## src/rtl/traffic_pkg.sv

```systemverilog
`default_nettype none
// ============================================================================
//  Module      : traffic_pkg
//  Description : Shared encodings for the intersection phase logic: lamp
//                codes, approach direction codes and phase-state codes.
//  Revision    : 1.0 - initial release
// ============================================================================
package traffic_pkg;

    // Lamp encodings driven on each 3-bit light bus
    localparam logic [2:0] LIGHT_RED    = 3'b100;
    localparam logic [2:0] LIGHT_YELLOW = 3'b010;
    localparam logic [2:0] LIGHT_GREEN  = 3'b001;

    // Approach codes
    localparam logic [1:0] DIR_N = 2'd0;
    localparam logic [1:0] DIR_E = 2'd1;
    localparam logic [1:0] DIR_S = 2'd2;
    localparam logic [1:0] DIR_W = 2'd3;

    // Phase-state codes (ALL_RED=0, GREEN=1, YELLOW=2). Prefixed with PH_ so
    // they never collide with the ALL_RED/YELLOW timing parameters.
    localparam logic [1:0] PH_ALL_RED = 2'd0;
    localparam logic [1:0] PH_GREEN   = 2'd1;
    localparam logic [1:0] PH_YELLOW  = 2'd2;

    // One-hot mask for an approach code
    function automatic logic [3:0] dir_onehot(input logic [1:0] d);
        return 4'b0001 << d;
    endfunction

endpackage
`default_nettype wire

```

## src/rtl/tlc_rr_pick4.sv

```systemverilog
`default_nettype none
// ============================================================================
//  Module      : tlc_rr_pick4
//  Description : Combinational round-robin picker over four request bits.
//                Searches last+1, last+2, last+3 (mod 4) and finally last
//                itself. With nothing pending, pick returns last.
//  Ports       : pending[3:0] in  - request bits
//                last[1:0]    in  - most recently served index
//                pick[1:0]    out - selected index
//                any          out - at least one request present
//  Revision    : 1.0 - initial release
// ============================================================================
module tlc_rr_pick4
    import traffic_pkg::*;
(
    input  logic [3:0] pending,
    input  logic [1:0] last,
    output logic [1:0] pick,
    output logic       any
);

    logic [1:0] w_idx;

    // Scan from the farthest offset down to the nearest so the nearest set
    // bit is the final assignment. Offset 0 (last itself) is the default,
    // which also covers the no-request case.
    always_comb begin
        pick  = last;
        w_idx = DIR_N;
        any   = |pending;
        for (int k = 3; k >= 1; k--) begin
            w_idx = last + 2'(k);
            if (pending[w_idx]) begin
                pick = w_idx;
            end
        end
    end

endmodule
`default_nettype wire

```

## src/rtl/traffic_phase_arbiter.sv

```systemverilog
`default_nettype none
// ============================================================================
//  Module      : traffic_phase_arbiter
//  Description : Demand-driven phase scheduler for a 4-way intersection.
//                Round-robin service of latched requests with min/max green,
//                gap-out, yellow and all-red clearance, plus emergency preempt.
//  Ports       : clk            in   system clock (rising edge)
//                rst            in   asynchronous active-low reset
//                req[3:0]       in   presence per approach (N,E,S,W = bit 0..3)
//                preempt_valid  in   emergency preempt request
//                preempt_dir    in   preempt approach
//                light_N/E/S/W  out  lamp buses (100 red, 010 yellow, 001 green)
//                phase_dir      out  approach owning the phase
//                phase_state    out  0 ALL_RED, 1 GREEN, 2 YELLOW
//                pending[3:0]   out  latched unserved requests
//  Revision    : 1.0 - initial release
// ============================================================================
module traffic_phase_arbiter
    import traffic_pkg::*;
#(
    parameter int MIN_GREEN = 20,
    parameter int MAX_GREEN = 70,
    parameter int YELLOW    = 20,
    parameter int ALL_RED   = 5,
    // YELLOW and ALL_RED must not exceed MAX_GREEN so this width covers them
    parameter int CW        = $clog2(MAX_GREEN + 1)
)(
    input  logic       clk,
    input  logic       rst,
    input  logic [3:0] req,
    input  logic       preempt_valid,
    input  logic [1:0] preempt_dir,
    output logic [2:0] light_N,
    output logic [2:0] light_E,
    output logic [2:0] light_S,
    output logic [2:0] light_W,
    output logic [1:0] phase_dir,
    output logic [1:0] phase_state,
    output logic [3:0] pending
);

    localparam logic [CW-1:0] c_min_last = CW'(MIN_GREEN - 1);
    localparam logic [CW-1:0] c_max_last = CW'(MAX_GREEN - 1);
    localparam logic [CW-1:0] c_max      = CW'(MAX_GREEN);
    localparam logic [CW-1:0] c_yel_last = CW'(YELLOW - 1);
    localparam logic [CW-1:0] c_ar_last  = CW'(ALL_RED - 1);

    logic [1:0]      r_state;
    logic [CW-1:0]   r_timer;
    logic [1:0]      r_dir;
    logic [3:0]      r_pending;

    logic [1:0]      w_state_nxt;
    logic [1:0]      w_dir_nxt;
    logic [1:0]      w_pick;
    logic            w_any;
    logic            w_others;
    logic            w_enter_green;
    logic [3:0]      w_set;
    logic [3:0]      w_clr;
    logic [3:0][2:0] w_lamp;

    tlc_rr_pick4 u_pick (
        .pending (r_pending),
        .last    (r_dir),
        .pick    (w_pick),
        .any     (w_any)
    );

    assign w_others = |(r_pending & ~dir_onehot(r_dir));

    // Next-state / next-direction
    always_comb begin
        w_state_nxt = r_state;
        w_dir_nxt   = r_dir;
        case (r_state)
            PH_ALL_RED: begin
                if (r_timer == c_ar_last) begin
                    w_state_nxt = PH_GREEN;
                    if (preempt_valid) begin
                        w_dir_nxt = preempt_dir;
                    end else if (w_any) begin
                        w_dir_nxt = w_pick;
                    end
                end
            end
            PH_GREEN: begin
                if (preempt_valid) begin
                    // Preempt elsewhere cuts green short; preempt here holds it
                    if (preempt_dir != r_dir) begin
                        w_state_nxt = PH_YELLOW;
                    end
                end else if (r_timer < c_min_last) begin
                    w_state_nxt = PH_GREEN;
                end else if (!w_others) begin
                    w_state_nxt = PH_GREEN;     // rest in green
                end else if (req[r_dir] && (r_timer < c_max_last)) begin
                    w_state_nxt = PH_GREEN;     // extension while occupied
                end else begin
                    w_state_nxt = PH_YELLOW;
                end
            end
            PH_YELLOW: begin
                if (r_timer == c_yel_last) begin
                    w_state_nxt = PH_ALL_RED;
                end
            end
            default: w_state_nxt = PH_ALL_RED;
        endcase
    end

    assign w_enter_green = (r_state != PH_GREEN) && (w_state_nxt == PH_GREEN);

    // The approach being served in green does not latch its own presence;
    // clearing on green entry takes precedence over a same-cycle set.
    assign w_set = req & ~((r_state == PH_GREEN) ? dir_onehot(r_dir) : 4'b0000);
    assign w_clr = w_enter_green ? dir_onehot(w_dir_nxt) : 4'b0000;

    always_ff @(posedge clk or negedge rst) begin
        if (!rst) begin
            r_state   <= PH_ALL_RED;
            r_timer   <= '0;
            r_dir     <= DIR_N;
            r_pending <= 4'b0000;
        end else begin
            r_state   <= w_state_nxt;
            r_dir     <= w_dir_nxt;
            r_pending <= (r_pending | w_set) & ~w_clr;
            if (w_state_nxt != r_state) begin
                r_timer <= '0;
            end else if (r_timer != c_max) begin
                r_timer <= r_timer + 1'b1;
            end
        end
    end

    // Lamp decode from registered state only
    always_comb begin
        w_lamp = {4{LIGHT_RED}};
        if (r_state == PH_GREEN) begin
            w_lamp[r_dir] = LIGHT_GREEN;
        end else if (r_state == PH_YELLOW) begin
            w_lamp[r_dir] = LIGHT_YELLOW;
        end
    end

    assign light_N     = w_lamp[0];
    assign light_E     = w_lamp[1];
    assign light_S     = w_lamp[2];
    assign light_W     = w_lamp[3];
    assign phase_dir   = r_dir;
    assign phase_state = r_state;
    assign pending     = r_pending;

endmodule
`default_nettype wire

```

## config.mk

```make
export PLATFORM = sky130hd
export DESIGN_NAME = traffic_phase_arbiter
export DESIGN_NICKNAME = d
export VERILOG_FILES = /design/src/rtl/traffic_pkg.sv /design/src/rtl/tlc_rr_pick4.sv /design/src/rtl/traffic_phase_arbiter.sv
export SDC_FILE = /design/constraint.sdc
export NUM_CORES = 1
export LEC_CHECK = 0
export BUFFER_PORTS_ARGS = -buffer_cell sky130_fd_sc_hd__buf_2
export CORE_MARGIN = 3
export CORE_UTILIZATION = 40
export CTS_CLUSTER_SIZE = 28
export DETAILED_ROUTE_END_ITERATION = 7
export PLACE_DENSITY = 0.65
export SLEW_MARGIN = 20
export SYNTH_ARGS = -nofsm -noshare
export SYNTH_HDL_FRONTEND = slang
export SYNTH_HIERARCHICAL = 1
export SYNTH_SLANG_ARGS = --single-unit
export TNS_END_PERCENT = 5
```

## constraint.sdc

```tcl
create_clock -name clk -period 1.7 [get_ports clk]
set_input_delay 0.17 -clock clk [delete_from_list [all_inputs] [get_ports clk]]
set_output_delay 0.17 -clock clk [all_outputs]
set_load 0.02 [all_outputs]
```

# Word-level counts from Yosys, hierarchy flattened
# Cells that the tools add are included.
# classes
n_eq_ne	9
magnitude_cmp	7
div	0
n_reduce_logical	7
n_addsub	4
shift	2
n_mul	0
bitwise	8
n_mux	31
# op_table
cell	n
$mux W2	14
$mux W12	2
$not A4 Y4	4
$mux W7	2
$and A4 B4 Y4	3
$lt A2 B3 Y1 const B	4
$bmux W1 S2	4
$mux W4	2
$reduce_or A4 Y1	2
$shl A1 B2 Y4 const A	2
$add A7 B1 Y7 const B	1
$eq A7 B3 Y1 const B	1
$eq A7 B5 Y1 const B	1
$lt A7 B5 Y1 const B	1
$lt A7 B7 Y1 const B	1
$ne A7 B7 Y1 const B	1
$demux W3 S2	1
$pmux W2 S3	1
$add A2 B2 Y2 const B	2
$eq A2 B1 Y1 const B	2
$mux W1	4
$ne A2 B2 Y1	2
$or A4 B4 Y4	1
$logic_and A1 B1 Y1	3
7 further kinds	7
# totals
latchBits	0
n_memories	0
regBits	15
wordCells	72
mem_bits_rw	0
romBits	0
inputBits	9

# Depth between registers and ports, before layout
# Gate-level depths: netlist of run 1.
# logic_depth
depth_word	14
mapped_depth	8
mapped_depth_nobuf	8

# By module
# Netlist of run 1, hierarchy kept.
# by_module_without_submodules
module	seq_area_each_um2	area_per_inst_um2	n_inst	cells_each
traffic_phase_arbiter	375.4	1068.5	1	128
tlc_rr_pick4	0.0	86.3	1	12

# Worst setup path before layout of run 1
# No wires, ideal clock.
# synth_timing
path_kind	register to register
start	register r_dir[0], in the netlist phase_dir[0]
end	register r_state[0], in the netlist phase_state[0]
path_slack_ns	-0.139
period_less_slack_ns	1.839
setup_ns	0.120
path_buffers	0
path_stages_with_launch	6
t_required_ns	1.580
arrival_ns	1.719
cell_sequence	dfrtp_1 -> mux4_2 -> nand4b_1 -> a2bb2oi_1 -> or2_1 -> a31o_2
# synth_via
elab_chain_len	8
word_cells_on_any_way	14
cone_classes	eq/ne: 1; shift: 1; mux: 8; bitwise: 2; reduce/logical: 2
# synth_lines
element	line_no	source
start: declaration	traffic_phase_arbiter.sv:50	logic [1:0] r_dir;
start signal: assignment	traffic_phase_arbiter.sv:127	r_dir <= w_dir_nxt;
$bmux W1 S2 or $shl A1 B2 Y4 (tied branches)	traffic_phase_arbiter.sv:97, traffic_pkg.sv:29	
$mux W1 (not written as such) or $not A4 Y4 (tied branches)	traffic_phase_arbiter.sv:97, traffic_phase_arbiter.sv:70	
$logic_and A1 B1 Y1 or $and A4 B4 Y4 (tied branches)	traffic_phase_arbiter.sv:97, traffic_phase_arbiter.sv:70	
$mux W2 or $reduce_or A4 Y1 (tied branches)	traffic_phase_arbiter.sv:97, traffic_phase_arbiter.sv:70	
$mux W2	traffic_phase_arbiter.sv:95	end else if (!w_others) begin
$mux W2	traffic_phase_arbiter.sv:93	end else if (r_timer < c_min_last) begin
$mux W2 *	traffic_phase_arbiter.sv:88	if (preempt_valid) begin
$pmux W2 S3 *	traffic_phase_arbiter.sv:76	case (r_state)
net w_state_nxt[0]	traffic_phase_arbiter.sv:53	logic [1:0] w_state_nxt;
end signal: assignment	traffic_phase_arbiter.sv:126	r_state <= w_state_nxt;
end: declaration	traffic_phase_arbiter.sv:48	logic [1:0] r_state;
# Mark *: on every way through the listed nets, which the timed path passes. The rest lies on a longest branch. The select of a mux whose other input is x is not followed.
# A chain may end at the register's enable or synchronous reset.

# Final worst setup path of run 1
# layout_timing
start	register r_pending[1], in the netlist pending[1]
end	register r_pending[1], in the netlist pending[1]
# layout_via
word_cells_on_any_way	27
cone_classes	eq/ne: 1; shift: 1; mux: 18; bitwise: 4; reduce/logical: 3
# layout_lines
element	line_no	source
start: declaration	traffic_phase_arbiter.sv:51	logic [3:0] r_pending;
start signal: assignment	traffic_phase_arbiter.sv:128	r_pending <= (r_pending | w_set) & ~w_clr;
$reduce_or A4 Y1	tlc_rr_pick4.sv:30	any = |pending;
net w_any	traffic_phase_arbiter.sv:56	logic w_any;
$mux W2	traffic_phase_arbiter.sv:82	end else if (w_any) begin
$mux W2	traffic_phase_arbiter.sv:80	if (preempt_valid) begin
$mux W2	traffic_phase_arbiter.sv:78	if (r_timer == c_ar_last) begin
$mux W2	traffic_phase_arbiter.sv:76	
$shl A1 B2 Y4	traffic_pkg.sv:29	return 4'b0001 << d;
$mux W4	traffic_phase_arbiter.sv:117	assign w_clr = w_enter_green ? dir_onehot(w_dir_nxt) : 4'b0000;
$not A4 Y4	traffic_phase_arbiter.sv:128	
$and A4 B4 Y4	traffic_phase_arbiter.sv:128	
# The timed path passes the listed nets, and every way through them passes these cells. The select of a mux whose other input is x is not followed.

==> reports/metrics.csv, run 1 <==
stage,metric,value,unit
floorplanning,initial core utilization,0.4420,
clock_network,TritonCTS Buffers,3,
sta,Worst Tran Pin Value,0.3488,ns
global_routing,total grt overflow,0,
clock_network,CTS sink cnt,15,
setup_path,crit start category,flop,
route,Post-DRT Antenna Nets,0,
sta,fmax,0.5650,GHz
sta,final period demand of the worst path,1.770,ns
route,Max Used Layer,met4,
setup_path,"Req. time, crit path",1.88,ns
setup_path,reg2reg path depth,6,
logic_synthesis,leading area contributor after synthesis,dfrtp_1,
route,Met3 Wirelength,178,um
place,hpwl dp,2338,um
finish,"commonest non-fill, non-tap cell in the layout",buf_4,
sta,final hold slack,0.1682,ns
route,Initial DRC Count,55,
clock_network,Clock Path Buffers,2,
logic_synthesis,Netlist Area Pre-Place,1155,um2
outcome,violated checks,negative setup slack,
clock_network,Root Driver,clkbuf_4,
clock_network,CTS tree,yes,
logic_synthesis,synthesized instance count,140,
setup_path,r2r setup slk,-0.07,ns
sta,"Period Utilization, post-route",1.041,
sta,Finish-stage setup viols,9,
setup_path,R2R Path Start,pending[1]$_DFF_PN0_,
logic_synthesis,register area share after synthesis,0.3250,
global_routing,first-pass GRT wire length,4995,um
setup_path,crit path cell chain,"or4_4, nand2b_1, o21a_1, o21ai_2, nor3_2, a2bb2oi_1",
floorplanning,die width,59.73,um
power,Peak VDD IR,0.9160,mV
place,PortBufs,28,
finish,Fillers,226,
floorplanning,Cell Rows,18,
sta,endpoints failing hold,0,
logic_synthesis,synthesized flop and latch total,15,
setup_path,Critical Path Start,pending[1]$_DFF_PN0_,
finish,layout cells sized above 1,0.4819,
route,met2 WL,1501,um
setup_path,Critical path buffers and inverters,0,
logic_synthesis,Mean Syn Cell Area,8.249,um2
global_routing,initial antenna violation count,0,
setup_path,Setup Crit Path Kind,reg2reg,
sta,slew margin rel.,0.7665,
place,cell count after placement,213,
setup_path,CP endpoint kind,flop,
floorplanning,boundary pin count,29,
finish,Nets,206,
sta,RSZ-0062 raised after global routing,true,
run,Max-cap violations,0,
min_path,hold depth,3,
sta,Clock Skews,0.006791,ns
route,WL/cell,14.41,um
floorplanning,Die H,59.73,um
route,1st-pass router iterations,4,
route,drt total wl,3213,um
setup_path,"Arr. time, crit path",1.95,ns
floorplanning,Die Footprint,3568,um2
min_path,Hold Path Sink,pending[2]$_DFF_PN0_,
finish,n_diodes,0,
logic_synthesis,Synth warnings,6,
logic_synthesis,post-synth top area share,0.3250,
setup_path,"Max FO, Critical Path",5,
finish,Syn-to-layout area delta,43.88,%
clock_network,CTS HTree Levels,1,
sta,Slew Limit Fails,0,
finish,"leading cell types in the layout, fill and taps excluded","buf_4, buf_2, nor2_1",
clock_network,Worst-Skew Late Latency,0.30,ns
min_path,Tightest Hold Check Type,in2reg,
min_path,hold path startpoint,req[2],
clock_network,Clock transition at path regs,0.09,ns
global_routing,largest net degree at the start of global routing,16,
setup_path,reg2reg end,pending[1]$_DFF_PN0_,
setup_path,Worst path top cell family by delay,simple AND/OR/NAND/NOR gates,
finish,Reg area,381.6,um2
floorplanning,Core Region,2613,um2
finish,area of the multi-input gates,794.5,um2
setup_path,WP depth,6,
logic_synthesis,Area contributors post-synth,"dfrtp_1, nor2_1, a21oi_1, ha_1, inv_1",
route,Via-to-Cell Ratio,5.511,
logic_synthesis,Syn Nets,152,
global_routing,vias in the first global route,1091,
logic_synthesis,distinct cell type count after synthesis,40,
outcome,outcome,"finished, violations left",
power,Static Leak,0.7433,nW
place,Placer Congestion,0.9294,
route,WL met1,1475,um
global_routing,Total GRT Usage,0.1859,
setup_path,CP max-delay cell,or4_4,
place,"Cell Area, Placed",1479,um2
finish,final instance area,1662,um2
setup_path,Max stage delay on crit path,0.53,ns
place,"worst slack, placed",-0.1011,ns
finish,Finished Layout Cells,223,
power,Final Power,2.713,mW
route,DRC Markers,0,
sta,min setup slack post-route,-0.06985,ns
route,routed vias,1229,
power,PD cells,1633,nW/um2
[cell usage after synthesis, drive strengths merged]
cell type	n
a31o	1
xor2	3
xnor2	2
nor3b	2
or4	1
or2	1
and2	2
nor4b	1
a21oi	13
mux2	1
a211o	1
dfrtp	15
ha	3
and4	1
buf	4
nand4b	1
a2bb2oi	3
nand2b	3
a41oi	1
nor3	5
mux2i	2
nand3	5
clkbuf	1
nand2	8
nor2	22
a31oi	5
or3	1
inv	10
mux4	1
o21ai	9
a32oi	1
nor2b	5
and3	2
o32ai	1
o21a	3
[final cells by class]
class | count | share of cell area
clock inverters | 1 | 0.004518
well taps | 30 | 0.02259
inverters | 10 | 0.02259
repair buffers | 54 | 0.2289
multi-input cells | 110 | 0.4782
clock buffers | 3 | 0.01355
flip-flops and latches | 15 | 0.2297
[metal layers]
metal | vias to the layer above | track usage
met4 | 0 | 0.05696
met5 | - | 0
met1 | 585 | 0.2642
met3 | 7 | 0.03240
met2 | 36 | 0.2870
li1 | 601 | -
[through the flow]
stage | util | setup TNS (ns)
after floorplan | - | -0.3606
after global placement | 0.5661 | -0.4164
after detailed placement | 0.5661 | -0.8450
after CTS | 0.6006 | -0.04399
after global routing | 0.6360 | -1.339
final | 0.6360 | -0.2294
[where the power goes]
part / total [mW] / internal, mW / leakage (nW) / switching (mW)
registers: 0.642 / 0.480 / 0.171 / 0.162
logic: 1.85 / 0.899 / 0.558 / 0.950
clock network: 0.222 / 0.0897 / 0.0139 / 0.132
total: 2.71 / 1.47 / 0.743 / 1.24
[worst register-to-register path, cell delays in order, from the launching register on]
cell and delay [ns]:
dfrtp_2 0.44, or4_4 0.53, nand2b_1 0.11, o21a_1 0.17
o21ai_2 0.08, nor3_2 0.21, a2bb2oi_1 0.11
[cells by family after synthesis]
logic type / count (synthesis) / share of synthesized area
simple gates: 60 / 0.2741
compound gates: 38 / 0.2254
buf+inv: 15 / 0.05525
flops: 15 / 0.3250
xor+xnor: 5 / 0.03793
mux: 4 / 0.04983
fa+ha+maj: 3 / 0.03251
[sequential cells by signal, summed over array words and instances, names as in the netlist]
name	flops
pending	4
r_timer	7
phase_state	2
phase_dir	2
[repair_timing]
item	in CTS	in global routing
buffers inserted	4	1
endpoints found under the setup margin	14	23
endpoints found under the hold margin	15	0
hold buffers	1	0
resized for setup	12	24
pin swaps	7	4
[how the worst max path moves through the flow]
stage and to:
6_report pending[1]$_DFF_PN0_, 5_1_grt pending[1]$_DFF_PN0_, 4_1_cts light_S[2], 3_5_place_dp pending[1]$_DFF_PN0_, 3_3_place_gp pending[1]$_DFF_PN0_, 2_1_floorplan phase_state[0]$_DFF_PN0_
Note: power is estimated with default switching activity, not from simulation.
==> inputs of run 2 (changes only) <==
- ABC_AREA: default -> 1
- PLACE_DENSITY: 0.65 -> default
- REMOVE_ABC_BUFFERS: default -> 1
==> reports/metrics.csv, run 2 <==
stage,metric,value,unit
floorplanning,initial core utilization,0.4439,
clock_network,TritonCTS Buffers,3,
logic_synthesis,Post-synth EDFFs,0,
global_routing,Total GRT Usage,0.1846,
setup_path,crit start category,flop,
sta,final period demand of the worst path,1.944,ns
power,register share of total power,0.198,
setup_path,"Max FO, Critical Path",6,
setup_path,Setup Crit Path Kind,reg2reg,
power,PD cells,1780,nW/um2
finish,Syn-to-layout area delta,37.22,%
sta,Clock Skews,0.007806,ns
power,Static Leak,0.9607,nW
sta,endpoints failing hold,0,
floorplanning,boundary pin count,29,
sta,"Period Utilization, post-route",1.144,
global_routing,initial antenna violation count,0,
finish,Finished Layout Cells,293,
logic_synthesis,register area share after synthesis,0.2915,
logic_synthesis,most frequent cell after synthesis,nand2_1,
outcome,outcome,"finished, violations left",
logic_synthesis,Synth async-reset ratio,1.000,
place,cell count after placement,282,
logic_synthesis,Synth warnings,6,
sta,Finish-stage setup viols,11,
min_path,Tightest Hold Check Type,in2reg,
setup_path,CP endpoint kind,flop,
power,Peak VDD IR,0.9538,mV
power,Comb power frac,0.733,
finish,"commonest non-fill, non-tap cell in the layout",nand2_1,
clock_network,Worst-Skew Late Latency,0.29,ns
route,Via-to-Cell Ratio,4.683,
floorplanning,Die Footprint,3936,um2
floorplanning,die width,62.74,um
sta,slew margin rel.,0.7611,
clock_network,CTS HTree Levels,1,
floorplanning,Die H,62.74,um
logic_synthesis,synthesized flop and latch total,15,
sta,min setup slack post-route,-0.2440,ns
floorplanning,Core Region,2900,um2
place,"Cell Area, Placed",1538,um2
power,internal power,1.473,mW
floorplanning,Cell Rows,19,
place,PortBufs,28,
global_routing,first-pass GRT wire length,5947,um
route,WL/cell,12.39,um
clock_network,CTS tree,yes,
power,Clk pwr share,0.069,
finish,max reg flops,7,
logic_synthesis,Area contributors post-synth,"dfrtp_1, nand2_1, inv_1, nor2_1, nand2_2",
finish,Nets,264,
clock_network,Clock transition at path regs,0.09,ns
finish,largest reg by FF count,r_timer,
route,routed vias,1372,
finish,"leading cell types in the layout, fill and taps excluded","nand2_1, inv_1, nand2_2, buf_2, buf_4",
logic_synthesis,post-synth top area share,0.2915,
place,Placer Congestion,0.8468,
finish,final instance area,1767,um2
finish,layout cells sized above 1,0.4263,
finish,Fillers,292,
place,hpwl dp,2601,um
outcome,violated checks,negative setup slack,
sta,Worst Tran Pin Value,0.3584,ns
clock_network,Clock Path Buffers,2,
finish,n_diodes,0,
setup_path,"Req. time, crit path",1.89,ns
logic_synthesis,Netlist Area Pre-Place,1287,um2
global_routing,vias in the first global route,1332,
clock_network,Root Driver,clkbuf_4,
setup_path,"Arr. time, crit path",2.13,ns
clock_network,CTS sink cnt,15,
logic_synthesis,Mean Syn Cell Area,6.280,um2
power,switch share,0.5316,
setup_path,r2r setup slk,-0.24,ns
sta,fmax,0.5144,GHz
route,DRC Markers,0,
logic_synthesis,"top cells by count, synth","nand2_1, inv_1, nor2_1",
sta,RSZ-0062 raised after global routing,true,
route,Initial DRC Count,60,
global_routing,largest net degree at the start of global routing,16,
global_routing,total grt overflow,0,
power,Sw Pwr,1.672,mW
route,1st-pass router iterations,5,
logic_synthesis,leading area contributor after synthesis,dfrtp_1,
logic_synthesis,synthesized instance count,205,
logic_synthesis,top_reg_cell synth,dfrtp_1,
run,Max-cap violations,0,
route,drt total wl,3629,um
sta,final hold slack,0.1905,ns
sta,Slew Limit Fails,0,
logic_synthesis,distinct cell type count after synthesis,23,
route,Post-DRT Antenna Nets,0,
run 2: cell types whose count changed after synthesis, sizes merged, moves of 3 or more:
cell	delta
a2bb2oi	-3
nor2	+7
o21bai	+3
nor2b	-5
nand2	+72
o21a	-3
a31oi	-5
nand3	+5
nand2b	-3
inv	+25
a21oi	-10
run 2: path summary, 6_finish.rpt:
check,startpoint,to,cells past startpoint
min reg2reg,r_timer[4]$_DFFE_PN0P_,r_timer[4]$_DFFE_PN0P_,2
min in group asynchronous,rst,r_timer[2]$_DFFE_PN0P_,2
min,req[3],pending[3]$_DFF_PN0_,3
max reg2reg,phase_dir[0]$_DFF_PN0_,pending[2]$_DFF_PN0_,19
max in group asynchronous,rst,phase_dir[1]$_DFF_PN0_,2
max,phase_dir[0]$_DFF_PN0_,pending[2]$_DFF_PN0_,19
run 2: through the flow:
| step | power (mW) | worst slack (ns) | setup TNS [ns] | util |
|---|---|---|---|---|
| 2_1_floorplan | 1.888 | -0.3331 | -1.536 | - |
| 3_3_place_gp | 2.416 | -0.1325 | -0.4726 | 0.5302 |
| 3_5_place_dp | 2.461 | -0.2001 | -0.8277 | 0.5302 |
| 4_1_cts | 2.976 | -0.2050 | -1.055 | 0.5906 |
| 5_1_grt | 3.422 | -0.3833 | -3.404 | 0.6091 |
| 6_report | 3.145 | -0.2440 | -1.447 | 0.6091 |
run 2: repair_timing:
item                                    CTS  global route
pin swaps                                15             8
gates cloned                              1             0
endpoints found under the setup margin    6            25
buffers inserted                          4             1
hold buffers                              1             0
resized for setup                        28            25
hold endpoints to repair                 15             0
run 2: cell families (layout without fill, tap and decap cells):
kind of cell    after synthesis  count (layout)  synth area share
xor+xnor                      7               7           0.04762
fa+ha+maj                     3               3           0.02916
compound gates               18              18           0.07774
buf+inv                      37              83            0.1254
flops                        15              15            0.2915
simple gates                125             125            0.4286
run 2: power groups by stage:
stage	Clock (mW)	Combinational, mW	Sequential (mW)
global placement	0	1.82	0.595
detailed placement	0	1.86	0.601
floorplan	0	1.18	0.709
global route	0.239	2.54	0.642
finish	0.216	2.31	0.623
CTS	0.217	2.15	0.613
run 2: layout make-up:
cell class | count | area, um2 | area share
Sequential cell | 15 | 379.1 | 0.2146
Clock inverter | 1 | 5.005 | 0.002833
Multi-Input combinational cell | 153 | 855.8 | 0.4844
Timing Repair Buffer | 44 | 310.3 | 0.1756
Tap cell | 42 | 52.55 | 0.02975
Inverter | 35 | 141.4 | 0.08003
Clock buffer | 3 | 22.52 | 0.01275
run 2: metal layers:
metal  vias up  track usage  part of all wire
li1        715            -                 -
met1       600       0.2492              0.47
met2        51       0.3023              0.47
met3         6      0.02698             0.045
met4         0      0.05785             0.015
met5         -            0                 0
run 2: critical path, stage by stage (launching register included):
cell	delay [ns]
dfrtp_2	0.47
buf_12	0.16
inv_8	0.07
nand2_4	0.05
nand2_4	0.08
nand2_2	0.06
nand2_2	0.06
inv_2	0.04
nand3_1	0.10
nand2_1	0.06
inv_1	0.05
nand2_1	0.04
o21ai_1	0.06
nand2_1	0.05
o21ai_1	0.07
nand2_1	0.07
nand2_2	0.13
nand3_2	0.09
nand2_1	0.07
inv_1	0.04
